### config.mk
export PLATFORM = sky130hd
export DESIGN_NAME = matrix_load_sequencer
export DESIGN_NICKNAME = d
export VERILOG_FILES = /design/src/rtl/matrix_load_sequencer.sv
export SDC_FILE = /design/constraint.sdc
export NUM_CORES = 1
export LEC_CHECK = 0
export ABC_CLOCK_PERIOD_IN_PS = 9970
export CORE_ASPECT_RATIO = 1.75
export CORE_MARGIN = 5
export CORE_UTILIZATION = 50
export CTS_BUF_LIST = sky130_fd_sc_hd__clkbuf_4
export DETAILED_ROUTE_END_ITERATION = 10
export MAX_ROUTING_LAYER = met4
export PLACE_DENSITY = 0.81
export SKIP_LAST_GASP = 1
export SLEW_MARGIN = 5
export SYNTH_ARGS = -nofsm -noshare
export SYNTH_HDL_FRONTEND = slang
export SYNTH_SLANG_ARGS = --single-unit
### constraint.sdc
create_clock -name clk_i -period 9.97 [get_ports clk_i]
set_clock_uncertainty 0.15 [all_clocks]
set_input_delay 1.994 -clock clk_i [delete_from_list [all_inputs] [get_ports clk_i]]
set_output_delay 1.994 -clock clk_i [all_outputs]
set_load 0.01 [all_outputs]
### src/rtl/matrix_load_sequencer.sv
// Sequential byte fetcher that fills the packed N x N operand buses for matrix A and optionally B.
// Optional wait timeout is enabled with `define MATLOAD_TIMEOUT_EN.
module matrix_load_sequencer #(
    parameter int unsigned N       = 5,
    parameter int unsigned DW      = 8,
    parameter int unsigned AW      = 8,
    parameter int unsigned TIMEOUT = 255
) (
    input  logic              clk_i,
    input  logic              rst_i,
    input  logic              start_i,
    input  logic              load_b_i,
    input  logic [AW-1:0]     base_a_i,
    input  logic [AW-1:0]     base_b_i,
    output logic [AW-1:0]     mem_addr_o,
    output logic              mem_start_o,
    output logic              mem_wr_o,
    input  logic [DW-1:0]     mem_rdata_i,
    input  logic              mem_done_i,
    output logic [N*N*DW-1:0] matrix_a_o,
    output logic [N*N*DW-1:0] matrix_b_o,
    output logic              busy_o,
    output logic              done_o,
    output logic              error_o
);

    localparam int unsigned NumEl = N * N;
    localparam int unsigned IdxW  = (NumEl > 1) ? $clog2(NumEl) : 1;
    localparam logic [IdxW-1:0] LastIdx = IdxW'(NumEl - 1);

    typedef enum logic [1:0] {StIdle, StWait, StGap, StDone} state_e;

    state_e              state_q, state_d;
    logic [IdxW-1:0]     idx_q, idx_d, idx_inc;
    logic                sel_b_q, sel_b_d;
    logic                load_b_q, load_b_d;
    logic [AW-1:0]       base_a_q, base_a_d, base_b_q, base_b_d;
    logic [AW-1:0]       mem_addr_q, mem_addr_d;
    logic                mem_start_q, mem_start_d;
    logic                busy_q, busy_d, done_q, done_d, error_q, error_d;
    logic [NumEl*DW-1:0] mat_a_q, mat_a_d, mat_b_q, mat_b_d;

`ifdef MATLOAD_TIMEOUT_EN
    localparam int unsigned CntW = (TIMEOUT > 1) ? $clog2(TIMEOUT + 1) : 1;
    logic [CntW-1:0] cnt_q, cnt_d;
`endif

    assign idx_inc = idx_q + 1'b1;

    always_comb begin
        state_d     = state_q;
        idx_d       = idx_q;
        sel_b_d     = sel_b_q;
        load_b_d    = load_b_q;
        base_a_d    = base_a_q;
        base_b_d    = base_b_q;
        mem_addr_d  = mem_addr_q;
        mem_start_d = mem_start_q;
        busy_d      = busy_q;
        done_d      = 1'b0;
        error_d     = error_q;
        mat_a_d     = mat_a_q;
        mat_b_d     = mat_b_q;
`ifdef MATLOAD_TIMEOUT_EN
        // Counter idles at zero outside WAIT so every WAIT entry starts fresh.
        cnt_d       = (state_q == StWait) ? cnt_q : '0;
`endif
        case (state_q)
            StIdle: begin
                if (start_i) begin
                    load_b_d    = load_b_i;
                    base_a_d    = base_a_i;
                    base_b_d    = base_b_i;
                    idx_d       = '0;
                    sel_b_d     = 1'b0;
                    mem_addr_d  = base_a_i;
                    mem_start_d = 1'b1;
                    busy_d      = 1'b1;
                    error_d     = 1'b0;
                    state_d     = StWait;
                end
            end
            StWait: begin
                if (mem_done_i) begin
                    if (sel_b_q) mat_b_d[DW*idx_q +: DW] = mem_rdata_i;
                    else         mat_a_d[DW*idx_q +: DW] = mem_rdata_i;
                    mem_start_d = 1'b0;
                    state_d     = StGap;
                end
`ifdef MATLOAD_TIMEOUT_EN
                else if (cnt_q == CntW'(TIMEOUT - 1)) begin
                    mem_start_d = 1'b0;
                    busy_d      = 1'b0;
                    error_d     = 1'b1;
                    state_d     = StIdle;
                end else begin
                    cnt_d = cnt_q + 1'b1;
                end
`endif
            end
            StGap: begin
                if (idx_q == LastIdx && (sel_b_q || !load_b_q)) begin
                    state_d = StDone;
                end else if (idx_q == LastIdx) begin
                    sel_b_d     = 1'b1;
                    idx_d       = '0;
                    mem_addr_d  = base_b_q;
                    mem_start_d = 1'b1;
                    state_d     = StWait;
                end else begin
                    // Address sum is AW bits wide, so it wraps modulo 2^AW.
                    idx_d       = idx_inc;
                    mem_addr_d  = (sel_b_q ? base_b_q : base_a_q) + AW'(idx_inc);
                    mem_start_d = 1'b1;
                    state_d     = StWait;
                end
            end
            StDone: begin
                done_d  = 1'b1;
                busy_d  = 1'b0;
                state_d = StIdle;
            end
            default: state_d = StIdle;
        endcase
    end

    always_ff @(posedge clk_i) begin
        if (rst_i) begin
            state_q     <= StIdle;
            idx_q       <= '0;
            sel_b_q     <= 1'b0;
            load_b_q    <= 1'b0;
            base_a_q    <= '0;
            base_b_q    <= '0;
            mem_addr_q  <= '0;
            mem_start_q <= 1'b0;
            busy_q      <= 1'b0;
            done_q      <= 1'b0;
            error_q     <= 1'b0;
            mat_a_q     <= '0;
            mat_b_q     <= '0;
        end else begin
            state_q     <= state_d;
            idx_q       <= idx_d;
            sel_b_q     <= sel_b_d;
            load_b_q    <= load_b_d;
            base_a_q    <= base_a_d;
            base_b_q    <= base_b_d;
            mem_addr_q  <= mem_addr_d;
            mem_start_q <= mem_start_d;
            busy_q      <= busy_d;
            done_q      <= done_d;
            error_q     <= error_d;
            mat_a_q     <= mat_a_d;
            mat_b_q     <= mat_b_d;
        end
    end

`ifdef MATLOAD_TIMEOUT_EN
    always_ff @(posedge clk_i) begin
        if (rst_i) cnt_q <= '0;
        else       cnt_q <= cnt_d;
    end
`endif

    assign mem_addr_o  = mem_addr_q;
    assign mem_start_o = mem_start_q;
    assign mem_wr_o    = 1'b0;
    assign matrix_a_o  = mat_a_q;
    assign matrix_b_o  = mat_b_q;
    assign busy_o      = busy_q;
    assign done_o      = done_q;
    // Without the timeout nothing ever sets error_q, so this stays 0.
    assign error_o     = error_q;

endmodule

# Word level (Yosys, flattened, before mapping)
# Cells that the tools add are included.
# op_classes
add_sub_neg	3
n_shift	2
n_eq_ne	8
n_bitwise	1
mux	25
reduce_logical	15
# op_table
op	n
bitwise mux 200 bit	2
variable shift 8 x 34 -> 200 bit, first input constant	1
variable part select 8 x 34 -> 200 bit	1
negator 8 -> 34 bit	1
2-to-1 mux 8 bit	4
one-hot mux 8 bit (2 select lines)	1
2-to-1 mux 5 bit	3
one-hot mux 5 bit (2 select lines)	1
AND reduction 3 bit	3
adder 8 x 5 -> 8 bit	1
!= test 2 bit, second input constant	4
one-hot mux 2 bit (4 select lines)	1
AND reduction 4 bit	2
2-to-1 mux 1 bit	7
2-to-1 mux 2 bit	3
AND reduction 2 bit	3
adder 5 x 1 -> 5 bit, second input constant	1
equality test 5 bit, second input constant	1
equality test 2 bit, second input constant	2
one-hot mux 1 bit (2 select lines)	2
nonzero test 2 bit	2
one-hot mux 1 bit (3 select lines)	1
nonzero test 3 bit	1
equality test 2 x 1 -> 1 bit, second input constant	1
5 further kinds	5
# totals
input_bits	29
reg_bits	436

# Logic depth before layout (Yosys ltp)
# logic_depth
ltp_word	5
depth_mapped	14
depth_no_buf	9

# Least setup slack after synthesis
# OpenSTA, ideal clock, no wires.
# synth_path
path_kind	input port to flip-flop
from	input port mem_done_i
to	register mat_b_q[192], in the netlist matrix_b_o[192]
cell_stages	5
slack_ps	6225
setup_ps	74
path_buffers	0
arrival_time_ps	3521
required_time_ps	9746
cell_sequence	nand3b_1 > nor3b_2 > nand3_2 > nor4_4 > mux2i_1
# synth_between
elab_chain_len	1
# synth_rtl
item	line_no	text
start: declaration	19	input logic mem_done_i,
AND reduction 3 bit (no line)	-	
end signal: assignment	155	mat_b_q <= mat_b_d;
end: declaration	41	logic [NumEl*DW-1:0] mat_a_q, mat_a_d, mat_b_q, mat_b_d;
# Every way passes these cells.
# A chain may end at the register's enable or synchronous reset.

# Worst setup path in the final report
# layout_path
from	register idx_q[0]
to	register mat_b_q[59], in the netlist matrix_b_o[59]
# layout_between
elab_chain_len	3
elab_cells_between_ends	4
classes_between	1 x add/sub; 2 x shift; 1 x mux
# layout_rtl
item	line_no	text
start: declaration	34	logic [IdxW-1:0] idx_q, idx_d, idx_inc;
start signal: assignment	144	idx_q <= idx_d;
negator 8 -> 34 bit *	85	if (sel_b_q) mat_b_d[DW*idx_q +: DW] = mem_rdata_i;
variable part select 8 x 34 -> 200 bit / variable shift 8 x 34 -> 200 bit (equally long branches)	85	
bitwise mux 200 bit *	85	
# Every way passes the cells marked *; elsewhere a longest branch is shown, timed or not.

==> impl_results.md <==
- Outcome: finished, final reports clean
- Most frequent cells in the layout: clkdlybuf4s50_1, dfxtp_1, o21ai_0
- # resized after CTS: 0
- Sink Count: 436
- DIE AREA: 0.0385 sq mm
- Clk Latency, worst-skew pair: 0.81 ns
- Worst setup path class: reg -> reg
- Reg2reg start: idx_q[0]
- Final worst path period need: 4.82 ns
- Critical path capture point type: flip-flop
- Setup TNS: 0 ns
- Count of different cell masters after synthesis: 57
- Clock root cell: clkbuf_4
- Ys async rst share: 0%
- Area Overhead vs Synth: 33.5%
- Io pins: 442
- 1st-pass router iterations: 5
- Routed len/inst: 21.5 microns
- Post-synthesis cell area: 0.0173 sq mm
- H-tree levels: 3
- First-pass GRT wire length: 90,600 microns
- Max Cap Viol: 0
- Commonest non-fill, non-tap cell in the layout: clkdlybuf4s50_1
- DR vias/cell: 5.58
- # rows: 90
- Hold_buf cts: 0
- Seq pwr share: 54.0%
- Core area: 0.0343 sq mm
- Grt ovf: 0
- CTS tree: yes
- Post-layout util: 67.2%
- Hold Crit Start: base_a_q[2]
- Fin crit share: 48.3%
- Setup crit start kind: flip-flop
- Pins Over Slew Limit: 0
- Req. time, crit path: 10.46 ns
- Filler cell count: 2,757
- Syn Area/Cell: 9.47 sq um
- Clock-pin slew on the worst setup and hold paths: 0.07 ns
- DP HPWL: 43,800 microns
- FF-to-FF setup slack: 5.15 ns
- Worst Hold Depth: 2
- WP data arrival: 5.31 ns
- Cell taking the most area after synthesis: dfxtp_1
- Post-synth EDFFs: 0
- Initial antenna violation count: 2
- Reg2reg path depth: 9
- Antenna-violating nets left: 0
- Clk network pwr share: 42.0%
- Sw Pwr: 0.777 mW
- Final WL: 59,800 microns
- Layout cell share with drive strength beyond 1: 9.37%
- Yosys warning total: 0
- Vias post-DR: 15,500
- Vias in the first global route: 15,500
- DP Cell Count: 2,601
- Largest net degree at the start of global routing: 147
- Max Root-Sink Buffers: 3
- Die height: 256 microns
- Internal Power: 2.48 mW
- Leak: 8.32 nW
- Top cells by area, synth: dfxtp_1, nand3b_1, mux2i_1
- Crit Path Max Fanout: 20
- Max Fclk: 0.208 GHz
- Total track usage: 31.1%
- Nets: 2,279
- Final Non-Filler Cells: 2,778
- Cell count after synthesis: 1,825
- Inserted Clock Buffers: 98
- Hold worst-path end: base_a_q[2]
- Number of port buffers: 439
- RSZ-0062 raised after global routing: false
- Final Setup Violations: 0
- Combinational Power Share: 4.0%
- # DRC: 0
- Starting Density: 50.3%
- Die width: 151 microns
- Peak supply drop: 114 uV
- Iteration-0 DRC Markers: 1,032
- Net Sw Frac: 23.8%
- Final WS setup: 5.15 ns
- Sequential share of the synthesized area: 50.5%
- Post-synthesis sequential element count: 436
- Share of Yosys cell area claimed by the top area cell type: 50.5%
- Post-synth top flop: dfxtp_1
- Placement Setup Slack: 4.82 ns
- Relative slew slack: 17.5%
- P per Cell Area: 141 mW/mm^2
- Hold WC Path Type: reg -> reg
- Worst reg2reg endpoint: matrix_b_o[59]
- Setup Fix Bufs, Post-CTS: 0
- Worst slew pin tran: 1.24 ns
- Hold_ws: 0.305 ns
- Final GP Congestion: 0.950
- Final Hold Vio Count: 0
==> registers in the layout (all words and copies together), names as in the netlist, 2 cells and up <==
name,cells
matrix_b_o,200
matrix_a_o,200
base_b_q,8
mem_addr_o,8
base_a_q,8
idx_q,5
state_q,2
==> how the worst max path moves through the flow <==
stage,startpoint,end,slack [ns],depth (start not counted)
6_report,idx_q[0],matrix_b_o[59],5.15,9
5_1_grt,idx_q[0],matrix_b_o[41],4.86,9
4_1_cts,idx_q[0],matrix_b_o[43],5.17,9
3_5_place_dp,mem_done_i,matrix_a_o[112],4.82,6
3_3_place_gp,mem_done_i,matrix_a_o[115],4.90,6
2_1_floorplan,mem_done_i,matrix_b_o[192],6.23,5
==> routing by layer <==
metal  GRT usage (%)  part of all wire, %
met1            31.7                   35
met4            19.8                  7.4
met5               -                    0
met2            53.0                   51
met3            7.00                  6.8
==> critical path, cell delays in order (launching register included) <==
cell	delay, ns
dfxtp_1	0.81
inv_1	0.22
ha_1	0.37
nor2b_1	0.19
nor2b_1	0.17
ha_1	0.80
and3_1	0.78
nand4_1	0.73
nand3b_1	0.31
o21ai_0	0.12
==> stage by stage <==
stage	area [sq um]	total power [mW]
after CTS	23100	3.28
after global placement	21800	1.93
final	23100	3.26
after floorplan	17300	1.88
after global routing	23100	3.39
after detailed placement	21800	1.93
==> power by group through the flow <==
stage	Sequential (mW)	Combinational, mW	Clock [mW]
5_1_grt	1.76	0.142	1.49
3_3_place_gp	1.80	0.129	0
3_5_place_dp	1.80	0.130	0
2_1_floorplan	1.80	0.0810	0
6_report	1.76	0.132	1.37
4_1_cts	1.76	0.131	1.39
==> final cells by class <==
type | count | area (sq um) | share of cell area [%]
diodes | 3 | 7.51 | 0.0325
clock buffers | 140 | 1050 | 4.56
clock inverters | 34 | 171 | 0.743
inverters | 6 | 22.5 | 0.0976
multi-input cells | 1248 | 8020 | 34.8
flip-flops and latches | 436 | 8730 | 37.8
well taps | 460 | 576 | 2.50
repair buffers | 451 | 4490 | 19.5
==> cells in the mapped netlist (all sizes together) (2+ instances only) <==
cell type and instances:
and4b 2, or3b 2, nand2 143, nor3b 6, a21oi 39, nand3b 234, o21ai 256, nor3 14
xnor2 5, and3 15, mux2i 153, a22oi 3, o211ai 3, nor2 111, clkbuf 99, nor2b 13
mux2 6, and4 3, buf 37, ha 8, a311oi 3, inv 6, xor2 2, o21bai 2
a211oi 4, o311ai 2, nor4 6, or2 7, nand2b 93, and2 26, nand3 56, nand4 16
nor4b 3, dfxtp 436
==> cells by family after synthesis <==
group | count (synthesis) | share of synthesized area, %
AOI/OAI and AO/OA | 319 | 9.76
xor gates and xnor gates | 7 | 0.355
DFF | 436 | 50.5
other | 1 | 0.0217
and+or+nand+nor | 752 | 26.1
buffers and inverters | 142 | 3.35
muxes | 159 | 9.25
adders and majority gates | 9 | 0.695
Note: power is estimated with default switching activity, not from simulation.
==> RTL change 1 (config.mk and constraints unchanged) <==
Register the output `matrix_a_o` once more, cleared by the reset; this adds one clock of latency there. The other outputs are not delayed to match.
--- a/src/rtl/matrix_load_sequencer.sv
+++ b/src/rtl/matrix_load_sequencer.sv
@@ -168,3 +168,9 @@
     assign mem_wr_o    = 1'b0;
-    assign matrix_a_o  = mat_a_q;
+    always_ff @(posedge clk_i) begin
+        if (rst_i) begin
+            matrix_a_o <= '0;
+        end else begin
+            matrix_a_o <= mat_a_q;
+        end
+    end
     assign matrix_b_o  = mat_b_q;
Behaviour: not the same (Yosys sat finds a counterexample within 4 cycles, from zero or initial values and one cycle with rst_i high).
==> RTL change 1 against the original RTL <==
- worst setup slack improved by 490 ps
- wire length increased by 15%
- critical path depth is 3 lower
- synthesized cell count rose by 22%
- sequential cell count is 200 higher
- die area increased by 21%
- via count grew 15%
- power rose by 44%
- combinational power decreased by 4%
- cell area rose by 20%
- sequential share of layout area is 8.2 points higher
- clock power up 45%
- synthesized area is 23% higher
==> RTL change 1: results <==
{
  "run_status": "finished clean",
  "grt_usage": 0.291,
  "ys_seq_area_frac": 0.601,
  "ys_top_cells_by_count": "dfxtp_1 (636), nand2_1 (400), o21ai_0 (259)",
  "drive_above_1_share": 0.0983,
  "critPathTopFamily": "simple AND/OR/NAND/NOR gates",
  "slowest_delay_ps": 780,
  "vdd_drop_max_mv": 0.109,
  "placed_cell_area_sq_mm": 0.0259,
  "hold_ws_ps": 260,
  "power.density_mw_per_mm2": 169,
  "arrival_ps": 4880,
  "synth_area_leaders": "dfxtp_1 (60%), nand2_1 (7.1%), o21ai_0 (6.1%)",
  "hpwl_mm": 49.3,
  "synth.avg_cell_area_sq_um": 9.53,
  "insertion_delay_ps": 850,
  "p_leak_nw": 11.0,
  "grt_pass1_wl_mm": 104,
  "cpMaxStageDelayCell": "nor2b_1",
  "fin_ws_ps": 5640,
  "worst_slew_pin_slew_ps": 1200,
  "worst-path-max-fanout": 17,
  "numCtsBuffers": 141,
  "r2r_slack_ps": 5720,
  "ctsHtreeMaxLevel": 4,
  "pre_cts_slack_ps": 4850,
  "wl_mm": 68.6,
  "vias_per_cell": 5.37,
  "ys_types": 58,
  "nNetsFinal": 2713,
  "drt-initial-drc-count": 1245
}
-- RTL change 1: changes by cell type after synthesis, sizes merged, moves of 49 or more --
cell | before | now
nor2b | 13 | 167
nand2b | 93 | 7
dfxtp | 436 | 636
nand2 | 143 | 408
nand3 | 56 | 177
nand3b | 234 | 1
nor2 | 111 | 62
-- RTL change 1: worst reg2reg max path: stages, from the launching register on --
cell and delay, ps:
dfxtp_1 660, inv_1 180, ha_1 350, nor2b_1 180, nor2b_1 160, ha_1 680, and3_1 620, nand3_1 670
nand3_1 320, o21ai_0 130
-- RTL change 1: kinds of logic after synthesis --
family,count (synthesis),synth area share
adders and majority gates,9,0.00567
buffers and inverters,202,0.0384
xor gates and xnor gates,8,0.00331
muxes,134,0.0637
AOI/OAI and AO/OA,346,0.0875
and+or+nand+nor,886,0.200
DFF,636,0.601
other,1,0.000177
-- RTL change 1: area by class of cell --
cell class | instances | area share
timing repair buffer | 457 | 0.164
antenna | 3 | 0.000272
inverter | 54 | 0.00760
tap | 555 | 0.0251
multi-input combinational | 1385 | 0.279
clock inverter | 38 | 0.0103
clock buffer | 197 | 0.0535
sequential | 636 | 0.461
-- RTL change 1: worst paths after layout --
check,startpoint,to,cells after the start
setup / recovery,mem_done_i,matrix_b_o[0],6
hold / removal,mat_a_q[50],matrix_a_o[50],1
hold reg to reg,mat_a_q[50],matrix_a_o[50],1
setup reg to reg,idx_q[0],matrix_b_o[56],9
-- RTL change 1: report_power, final --
part / internal (mW) / switching [mW]
clock network: 1.02 / 0.977
logic: 0.0406 / 0.0866
registers: 2.55 / 0.00879
total: 3.61 / 1.07
-- RTL change 1: metal layers --
layer	vias up	GRT usage	part of all wire
met5	-	-	0
met4	0	0.206	0.078
met3	270	0.0663	0.065
met2	840	0.501	0.50
met1	8384	0.293	0.35
li1	8372	-	-
==> RTL change 2 (same flow settings) <==
Made on the original files. Set the parameter `DW` to 12 (it was 8).
--- a/src/rtl/matrix_load_sequencer.sv
+++ b/src/rtl/matrix_load_sequencer.sv
@@ -4,3 +4,3 @@
     parameter int unsigned N       = 5,
-    parameter int unsigned DW      = 8,
+    parameter int unsigned DW      = 12,
     parameter int unsigned AW      = 8,
Ports: changed (resized matrix_a_o, matrix_b_o and mem_rdata_i); port bits go from 442 to 646. The function was not compared with the original's and may differ.
==> RTL change 2 against the original RTL <==
- wire length is 90% higher
- synthesized cell count rose by 61%
- synthesized area increased by 54%
- cell area grew 54%
- sequential power increased by 45%
- worst setup slack worse by 1900 ps
- sequential cell count grew 200
- power rose by 51%
- cell count is 57% higher
- sequential share of layout area fell by 1.9 points
- critical path type unchanged
==> RTL change 2: results <==
{
  "run_status": "finished clean",
  "insertion_delay_ps": 890,
  "drt_pass1_iterations": 6,
  "worstHoldStart": "matrix_a_o[283]",
  "synthFlopType": "dfxtp_1",
  "vias": 26000,
  "antenna_found_initial": 3,
  "synthMuxAreaShare": 0.0769,
  "p_leak_nw": 12.2,
  "finalSetupTns_ps": 0,
  "grt-ovfl-total": 0,
  "drt-initial-drc-count": 2656,
  "ctsHtreeMaxLevel": 4,
  "clk-power_mw": 2.15,
  "vdd_drop_max_mv": 0.105,
  "wl_mm": 113,
  "grt_max_degree": 176,
  "ys_seq_area_frac": 0.477,
  "hpwl_mm": 84.3,
  "total_power_mw": 4.93,
  "first_global_vias": 24700,
  "fillCellCount": 4350,
  "grt_pass1_wl_mm": 161,
  "postCtsSetupBuffers": 0,
  "drive_above_1_share": 0.106,
  "gp_congestion": 1.02,
  "io_buffers": 643,
  "nNetsFinal": 3624,
  "pre_cts_slack_ps": 3510,
  "synthXorXnorAreaFrac": 0.00657,
  "synth_compound_area_frac": 0.156,
  "worst-path-max-fanout": 30,
  "synthAdderAreaFrac": 0.00807,
  "ys_types": 85,
  "synth_area_leaders": "dfxtp_1 (48%), mux2i_1 (6.5%), nor2_1 (4.5%)",
  "power_switching_mw": 1.23
}
[RTL change 2: cell types whose count changed in the layout (fill, tap and decap cells not counted), moves of 67 or more]
| cell | change |
|---|---|
| nor2_1 | +209 |
| clkdlybuf4s50_1 | +204 |
| dfxtp_1 | +200 |
| a211oi_1 | +120 |
| nand2_1 | +103 |
| nand3b_1 | -91 |
| clkbuf_4 | +75 |
| a21oi_1 | +67 |
[RTL change 2: layout make-up]
| cell class | count | area [sq um] | share of cell area |
|---|---|---|---|
| Multi-Input combinational cell | 2046 | 13000 | 0.365 |
| Sequential cell | 636 | 12700 | 0.359 |
| Timing Repair Buffer | 687 | 6800 | 0.192 |
| Clock buffer | 215 | 1610 | 0.0455 |
| Tap cell | 684 | 856 | 0.0241 |
| Clock inverter | 43 | 289 | 0.00815 |
| Inverter | 55 | 206 | 0.00582 |
| Antenna cell | 3 | 7.51 | 0.000212 |
[RTL change 2: metrics by stage]
stage,std cells,utilization,instance area [sq um]
CTS,4365,0.667,35400
global route,4369,0.668,35500
detailed placement,4107,0.631,33500
floorplan,2932,-,26700
global placement,4107,0.631,33500
finish,4369,0.668,35500
[RTL change 2: final timing paths]
kind | endpoint | slack, ps | cells after the start
setup / recovery | matrix_a_o[121] | 3260 | 14
hold / removal | matrix_a_o[283] | 300 | 2
setup reg to reg | matrix_a_o[121] | 3260 | 14
hold reg to reg | matrix_a_o[283] | 300 | 2
[RTL change 2: routing by layer]
| layer | vias up | part of all wire | routed length (um) | global-route usage |
|---|---|---|---|---|
| li1 | 11800 | - | - | - |
| met1 | 12200 | 0.34 | 38500 | 0.392 |
| met2 | 1532 | 0.49 | 55400 | 0.631 |
| met3 | 465 | 0.084 | 9550 | 0.0883 |
| met4 | 0 | 0.087 | 9810 | 0.268 |
| met5 | - | 0 | 0 | - |
